--- src/rtl/uart_rx_fifo.sv ---
// ---------------------------------------------------------------------------
// uart_rx_fifo
//
// Receive-side character buffer placed after character_recovery. Every
// completed character (good, framing error or parity error) is written with
// its two error flags into a small first-word-fall-through FIFO. The host
// drains it over a valid/ready handshake. A sticky flag records dropped
// characters. An optional idle timer lets the host drain partial bursts.
//
// Optional feature macro: UART_RX_FIFO_TIMEOUT_EN
//   defined   -> idle counter present, timeout_o driven by it
//   undefined -> no counter, timeout_o tied to 0
//
// Ports:
//   clk             in   clock
//   rst             in   synchronous, active-high reset
//   char_i          in   [DATA_BITS] character from the recovery stage
//   valid_i         in   strobe: good character
//   frame_error_i   in   strobe: framing error
//   parity_error_i  in   strobe: parity error
//   data_o          out  [DATA_BITS] head-of-FIFO character
//   frame_error_o   out  head entry framing-error flag
//   parity_error_o  out  head entry parity-error flag
//   valid_o         out  FIFO non-empty, head entry presented
//   ready_i         in   consumer takes the head when valid_o && ready_i
//   count_o         out  [$clog2(DEPTH)+1] occupancy, 0..DEPTH
//   overrun_o       out  sticky: a character was dropped
//   clear_overrun_i in   clears overrun_o (a new overrun in the same cycle wins)
//   timeout_o       out  receive-idle timeout
// ---------------------------------------------------------------------------
module uart_rx_fifo #(
  parameter int DATA_BITS     = 8,
  parameter int DEPTH         = 16,
  parameter int OVERSAMPLING  = 16,
  parameter int TIMEOUT_CHARS = 4
) (
  input  logic                       clk,
  input  logic                       rst,
  input  logic [DATA_BITS-1:0]       char_i,
  input  logic                       valid_i,
  input  logic                       frame_error_i,
  input  logic                       parity_error_i,
  output logic [DATA_BITS-1:0]       data_o,
  output logic                       frame_error_o,
  output logic                       parity_error_o,
  output logic                       valid_o,
  input  logic                       ready_i,
  output logic [$clog2(DEPTH):0]     count_o,
  output logic                       overrun_o,
  input  logic                       clear_overrun_i,
  output logic                       timeout_o
);

  localparam int AW = $clog2(DEPTH);
  localparam int PW = AW + 1;
  localparam int EW = DATA_BITS + 2;
  localparam logic [PW-1:0] PTR_ONE = PW'(1);

  // Elaboration-time sanity checks on the configuration.
  if (DEPTH < 2 || (DEPTH & (DEPTH - 1)) != 0) begin : g_bad_depth
    $error("uart_rx_fifo: DEPTH must be a power of two >= 2");
  end
  if (OVERSAMPLING < 1 || TIMEOUT_CHARS < 1) begin : g_bad_timeout_cfg
    $error("uart_rx_fifo: OVERSAMPLING and TIMEOUT_CHARS must be >= 1");
  end

  // Entry layout: {frame_error, parity_error, character}
  logic [EW-1:0]  mem_q [DEPTH];
  logic [EW-1:0]  head;

  logic [PW-1:0]  wr_ptr_q, wr_ptr_d;
  logic [PW-1:0]  rd_ptr_q, rd_ptr_d;
  logic           overrun_q, overrun_d;

  logic           wr, rd, empty, full, accept, drop;

  always_comb begin
    wr     = valid_i | frame_error_i | parity_error_i;
    empty  = (wr_ptr_q == rd_ptr_q);
    // Wrap bits differ and index bits match: writer is a full lap ahead.
    full   = (wr_ptr_q[AW] != rd_ptr_q[AW]) &&
             (wr_ptr_q[AW-1:0] == rd_ptr_q[AW-1:0]);
    rd     = !empty && ready_i;
    // A read in the same cycle frees the slot, so a write into a full FIFO
    // is still accepted then; it lands in the slot the head is leaving.
    accept = wr && (!full || rd);
    drop   = wr && full && !rd;

    wr_ptr_d  = accept ? (wr_ptr_q + PTR_ONE) : wr_ptr_q;
    rd_ptr_d  = rd     ? (rd_ptr_q + PTR_ONE) : rd_ptr_q;

    overrun_d = overrun_q;
    if (drop) begin
      overrun_d = 1'b1;
    end else if (clear_overrun_i) begin
      overrun_d = 1'b0;
    end
  end

  always_ff @(posedge clk) begin
    if (rst) begin
      wr_ptr_q  <= '0;
      rd_ptr_q  <= '0;
      overrun_q <= 1'b0;
    end else begin
      wr_ptr_q  <= wr_ptr_d;
      rd_ptr_q  <= rd_ptr_d;
      overrun_q <= overrun_d;
    end
  end

  // Storage is not reset; only the pointers define which entries are live.
  always_ff @(posedge clk) begin
    if (accept && !rst) begin
      mem_q[wr_ptr_q[AW-1:0]] <= {frame_error_i, parity_error_i, char_i};
    end
  end

  assign head           = mem_q[rd_ptr_q[AW-1:0]];
  assign data_o         = head[DATA_BITS-1:0];
  assign parity_error_o = head[DATA_BITS];
  assign frame_error_o  = head[DATA_BITS+1];
  assign valid_o        = !empty;
  assign count_o        = wr_ptr_q - rd_ptr_q;
  assign overrun_o      = overrun_q;

`ifdef UART_RX_FIFO_TIMEOUT_EN
  localparam int TO_LIMIT = OVERSAMPLING * 10 * TIMEOUT_CHARS;
  localparam int TW       = $clog2(TO_LIMIT) + 1;
  localparam logic [TW-1:0] TO_MAX = TW'(TO_LIMIT);
  localparam logic [TW-1:0] TO_ONE = TW'(1);

  logic [TW-1:0] idle_q, idle_d;

  // Counts cycles with buffered data but no traffic in either direction;
  // holds at the limit so timeout_o stays up until something happens.
  always_comb begin
    idle_d = idle_q;
    if (wr || rd || empty) begin
      idle_d = '0;
    end else if (idle_q != TO_MAX) begin
      idle_d = idle_q + TO_ONE;
    end
  end

  always_ff @(posedge clk) begin
    if (rst) begin
      idle_q <= '0;
    end else begin
      idle_q <= idle_d;
    end
  end

  assign timeout_o = (idle_q == TO_MAX) && !empty;
`else
  assign timeout_o = 1'b0;
`endif

endmodule

--- config.mk ---
export PLATFORM = sky130hd
export DESIGN_NAME = uart_rx_fifo
export DESIGN_NICKNAME = d
export VERILOG_FILES = /design/src/rtl/uart_rx_fifo.sv
export SDC_FILE = /design/constraint.sdc
export NUM_CORES = 1
export LEC_CHECK = 0
export CAP_MARGIN = 0
export CELL_PAD_IN_SITES_DETAIL_PLACEMENT = 1
export CELL_PAD_IN_SITES_GLOBAL_PLACEMENT = 2
export CORE_MARGIN = 2
export CORE_UTILIZATION = 45
export DETAILED_ROUTE_END_ITERATION = 6
export PLACE_DENSITY = 0.77
export SLEW_MARGIN = 0
export SYNTH_ARGS = -nofsm -noshare
export SYNTH_HDL_FRONTEND = slang
export SYNTH_SLANG_ARGS = --single-unit
--- constraint.sdc ---
create_clock -name clk -period 3.6 [get_ports clk]
set_clock_uncertainty 0.15 [all_clocks]
set_input_delay 0.36 -clock clk [delete_from_list [all_inputs] [get_ports clk]]
set_output_delay 0.36 -clock clk [all_outputs]
set_load 0.02 [all_outputs]
==> flow_metrics.env, run 1 <==
export IMPL_outcome="finished, final reports clean"
export IMPL_fin_crit_ps=3200
export IMPL_grt_first_pass_wirelength_mm=24.3
export IMPL_postCtsSetupRepairBufs=0
export IMPL_grt_pass1_vias=3976
export IMPL_num_rows=45
export IMPL_cp_data_required_time_ps=3090
export IMPL_stdcell_area_um2=8150
export IMPL_wirelength_mm=15.5
export IMPL_p_leak_nw=2.62
export IMPL_clock_latency_ps=420
export IMPL_synthToLayoutAreaGrowth_pct=17.4
export IMPL_die_area_um2=16400
export IMPL_num_vias=3498
export IMPL_dr_pass1_iters=4
export IMPL_power_w=0.00495
export IMPL_gp_congestion=0.739
export IMPL_slew_viol_final=0
export IMPL_synth_cell_types=37
export IMPL_grt_overflow=0
export IMPL_synth_area_um2=6940
export IMPL_clockRootBuffer="clkbuf_16"
export IMPL_fmax_ghz=0.313
export IMPL_setup_violations=0
export IMPL_startpoint_type="flop"
export IMPL_nNetsFinal=442
export IMPL_yosysTopAreaCell="edfxtp_1"
export IMPL_fin_setup_tns_ps=0
export IMPL_cts_tree="done"
export IMPL_drc=0
export IMPL_die_height_um=128
export IMPL_cts_resized_gates=0
export IMPL_drive_gt1_frac=0.223
export IMPL_ant_nets=0
export IMPL_critical_path_class="flop to output pin"
export IMPL_maxCapViolCount=0
export IMPL_rsz0062_at_grt="false"
export IMPL_relSlewSlack=0.246
export IMPL_placedInstanceArea_um2=7590
export IMPL_die_w_um=128
export IMPL_worstReg2RegStart="wr_ptr_q[2]"
export IMPL_fin_ws_ps=403
export IMPL_synth_top_area_share=0.693
export IMPL_seq_area_frac_synth=0.736
export IMPL_cts_htree_levels=4
export IMPL_hold_end="overrun_o"
export IMPL_io_pins=33
export IMPL_holdCritStartpoint="overrun_o"
export IMPL_synthFlopType="edfxtp_1"
export IMPL_critical_path_slowest_cell="dfxtp_2"
export IMPL_crit_fanout=18
export IMPL_dp_slack_ps=808
export IMPL_synth_edf_count=160
export IMPL_end_kind="output pin"
export IMPL_io_buffers=31
export IMPL_worstMarginPinSlew_ps=1130
export IMPL_synth_most_common_cell="edfxtp_1"
export IMPL_synth_area_top_cells="edfxtp_1, mux4_2, dfxtp_1, a22oi_1, ha_1"
export IMPL_hold_violations=0
export IMPL_n_antenna_cell=0
export IMPL_vias_per_cell=5.66
export IMPL_cp_arrival_ps=2690
export IMPL_max_stage_delay_ps=670
export IMPL_synth_seq_cells=175
export IMPL_grt_max_degree=41
export IMPL_hpwlAfterDp_mm=9.54
export IMPL_crit_chain="buf_4, mux4_2, a22oi_1, nand2_1, clkdlybuf4s50_1"
export IMPL_synthCells=362
export IMPL_grt_usage=0.211
export IMPL_p_per_area_nw_per_um2=607
export IMPL_synth_avg_cell_area_um2=19.2
export IMPL_fin_crit_sh=0.888
export IMPL_r2r_cells=6
export IMPL_whs_path_depth=2
export IMPL_drt_iter0_drc=314
export IMPL_async_reset_ff_frac=0
export IMPL_hold_buffers=0
export IMPL_peakVddDrop_uv=407
export IMPL_r2r_end="mem_q[2][8]"
export IMPL_ys_warnings_count=0
export IMPL_synthTopCellsByCount="edfxtp_1, mux4_2, nor2_1, a22oi_1, dfxtp_1"
export IMPL_hold_class="flop to flop"
export IMPL_synth_fp_nets=387
export IMPL_fp_coreArea_um2=15100
export IMPL_antenna_found_initial=0
export IMPL_fin_hold_ws_ps=329
export IMPL_reg2reg_slack_ps=910
export IMPL_start_util=0.458
export IMPL_path_clk_slew_ps=60
export IMPL_clock_path_buffers=2
export IMPL_wire_per_inst_um=25.1
export IMPL_clock_sinks=175
export IMPL_numCtsBuffers=17
-- area by class of cell --
class | count | area, um^2
fill | 1365 | 7000
sequential | 175 | 5110
multi-input combinational | 160 | 1720
timing repair buffer | 53 | 488
clock buffer | 21 | 440
tap | 188 | 235
clock inverter | 11 | 116
inverter | 10 | 37.5
-- metal layers --
layer	GRT usage	part of all wire
met1	0.270	0.39
met2	0.353	0.54
met3	0.0426	0.054
met4	0.0905	0.012
met5	0	0
-- cells in the final DEF, fill, tap and decap left out, drive strengths merged, types with 6 or more instances in the layout --
cell           instances
edfxtp               160
mux4                  40
clkdlybuf4s50         31
nor2                  24
buf                   22
clkbuf                21
a22oi                 20
dfxtp                 15
nand2                 12
inv                   11
ha                     9
xnor2                  7
clkinv                 6
-- worst max path at each step --
stage                                to  slack [ps]
after global routing      frame_error_o         260
after detailed placement      data_o[7]         810
after global placement        data_o[3]         850
after floorplan             mem_q[0][0]         810
final                         data_o[7]         400
after CTS                     data_o[7]         330
-- flip-flops by register name, summed over array words and instances, names as in the netlist, named ones only --
name       count
mem_q        160
rd_ptr_q       5
wr_ptr_q       5
overrun_o      1
-- power by group --
part / total (W) / switching, W / internal (W)
sequential: 0.00231 / 0.0000438 / 0.00227
combinational: 0.000891 / 0.000437 / 0.000454
clock: 0.00174 / 0.000728 / 0.00102
-- worst max-delay path, delay by kind of cell, from the launching register on --
kind                   cells  cell delay [ps]
and+or+nand+nor            1              100
AOI/OAI and AO/OA          1              280
DFF                        1              670
muxes                      1              320
buffers and inverters      2              880
-- cells by family (layout without fill, tap and decap cells) --
kind of cell             count (synthesis)  after routing  synth area share
AO/OA/AOI/OAI                           34             34            0.0373
XOR/XNOR                                10             10            0.0137
adder cells (fa/ha/maj)                 10             10            0.0191
buffers and inverters                   27             95            0.0161
flip-flops                             175            175             0.736
multiplexers                            43             43             0.134
other                                    1              1          0.000541
AND/OR/NAND/NOR                         62             62            0.0429
-- through the flow --
| stage | util | instances |
|---|---|---|
| after floorplan | - | 362 |
| after global placement | 0.501 | 586 |
| after detailed placement | 0.501 | 586 |
| after CTS | 0.538 | 618 |
| after global routing | 0.538 | 618 |
| final | 0.538 | 618 |
(Power assumes the default switching activity.)
==> inputs of run 2 (changes only) <==
GPL_TIMING_DRIVEN = 0   (was not set)
==> run 2 against run 1 <==
  * Wire length decreased by 3.8%
  * Sequential share of layout area decreased by 0.19 points
  * Clock power increased by 11%
  * Power increased by 4.2%
  * First-iteration DRC count decreased by 7.0%
  * Register-to-register slack got worse by 550 ps
  * Sequential power about the same
  * Fmax decreased by 5.8%
  * Largest cell class unchanged
  * Largest power group unchanged
  * Worst hold slack got worse by 4.2 ps
  * Die area unchanged
  * Final cell count decreased by 0.16%
==> flow_metrics.env, run 2 (same netlist as run 1, synthesis figures left out) <==
export IMPL_wirelength_mm=14.9
export IMPL_hold_buffers=0
export IMPL_dp_slack_ps=-45.8
export IMPL_peakVddDrop_uv=364
export IMPL_antenna_found_initial=0
export IMPL_num_vias=3514
export IMPL_synthToLayoutAreaGrowth_pct=17.7
export IMPL_crit_fanout=10
export IMPL_relSlewSlack=0.230
export IMPL_grt_overflow=0
export IMPL_clock_sinks=175
export IMPL_postCtsSetupRepairBufs=0
export IMPL_end_kind="output pin"
export IMPL_io_buffers=31
export IMPL_worstMarginPinSlew_ps=1150
export IMPL_hold_violations=0
export IMPL_p_leak_nw=2.61
export IMPL_fin_crit_ps=3390
export IMPL_startpoint_type="flop"
export IMPL_critical_path_class="flop to output pin"
export IMPL_p_per_area_nw_per_um2=631
export IMPL_layout_common_cells="edfxtp_1, mux4_2, clkdlybuf4s50_1, nor2_1, a22oi_1"
export IMPL_num_rows=45
export IMPL_hold_class="flop to flop"
export IMPL_numCtsBuffers=17
export IMPL_hpwlAfterDp_mm=9.98
export IMPL_maxCapViolCount=0
export IMPL_ant_nets=0
export IMPL_clock_latency_ps=430
export IMPL_outcome="finished, final reports clean"
export IMPL_cp_arrival_ps=2880
export IMPL_n_antenna_cell=0
export IMPL_setup_violations=0
export IMPL_grt_max_degree=19
export IMPL_grt_pass1_vias=3852
export IMPL_slew_viol_final=0
export IMPL_die_height_um=128
export IMPL_clock_path_buffers=2
export IMPL_fp_coreArea_um2=15100
export IMPL_stdcell_area_um2=8170
export IMPL_layout_commonest_cell="edfxtp_1"
export IMPL_grt_first_pass_wirelength_mm=22.9
export IMPL_fin_ws_ps=206
export IMPL_fmax_ghz=0.295
export IMPL_drc=0
export IMPL_fin_crit_sh=0.943
export IMPL_die_area_um2=16400
export IMPL_grt_usage=0.197
export IMPL_cp_data_required_time_ps=3090
export IMPL_path_clk_slew_ps=60
export IMPL_die_w_um=128
export IMPL_placedInstanceArea_um2=7550
export IMPL_start_util=0.458
export IMPL_vias_per_cell=5.70
export IMPL_fin_setup_tns_ps=0
export IMPL_rsz0062_at_grt="false"
export IMPL_nNetsFinal=441
export IMPL_drt_iter0_drc=292
export IMPL_drive_gt1_frac=0.207
export IMPL_cts_tree="done"
export IMPL_dr_pass1_iters=5
export IMPL_final_util=0.539
export IMPL_io_pins=33
export IMPL_largest_register_ffs=160
export IMPL_gp_congestion=0.811
export IMPL_clockRootBuffer="clkbuf_16"
export IMPL_cts_htree_levels=4
export IMPL_wire_per_inst_um=24.2
export IMPL_cts_resized_gates=0
==> run 2: where the power goes <==
part | internal, W | leakage [nW] | switching, W
Clock | 0.00116 | 0.290 | 0.000766
Combinational | 0.000457 | 0.750 | 0.000480
Sequential | 0.00226 | 1.57 | 0.0000262
==> run 2: layer usage <==
metal  share of wire  up-vias  track usage
met5               0        -            0
met4           0.022        0       0.0866
met3           0.026       24       0.0363
met2            0.53       66        0.342
met1            0.42     1861        0.242
li1                -     1563            -
==> run 2: area by class of cell <==
cell class	count	area, um^2
Fill cell	1368	6980
Multi-Input combinational cell	160	1740
Clock inverter	14	190
Inverter	10	37.5
Timing Repair Buffer	35	355
Buffer	17	73.8
Tap cell	188	235
Sequential cell	175	5100
Clock buffer	18	429
==> run 2: worst max-delay path: stages, from the launching register on <==
cell	delay, ps
dfxtp_1	310
clkbuf_1	190
buf_2	400
mux4_2	560
a22oi_1	320
nand2_1	120
clkdlybuf4s50_1	560
==> run 2: final timing paths <==
kind,slack [ps],end,cells past startpoint,start
max,210,data_o[1],6,flop
min,330,overrun_o,2,overrun_o
max reg2reg,360,mem_q[14][1],7,rd_ptr_q[1]
min reg2reg,330,overrun_o,2,overrun_o
==> run 2: per-stage QoR <==
step,hold WS (ps),power (W),std cells
after floorplan,282,0.00294,362
after global placement,313,0.00326,581
after detailed placement,327,0.00328,585
after CTS,337,0.00519,617
after global routing,372,0.00533,617
final,325,0.00515,617
==> inputs of run 3 (changes only) <==
CTS_CLUSTER_SIZE = 28   (was not set)
==> results of run 3 <==
Final layout, timing and power as in run 2 (identical DEF).
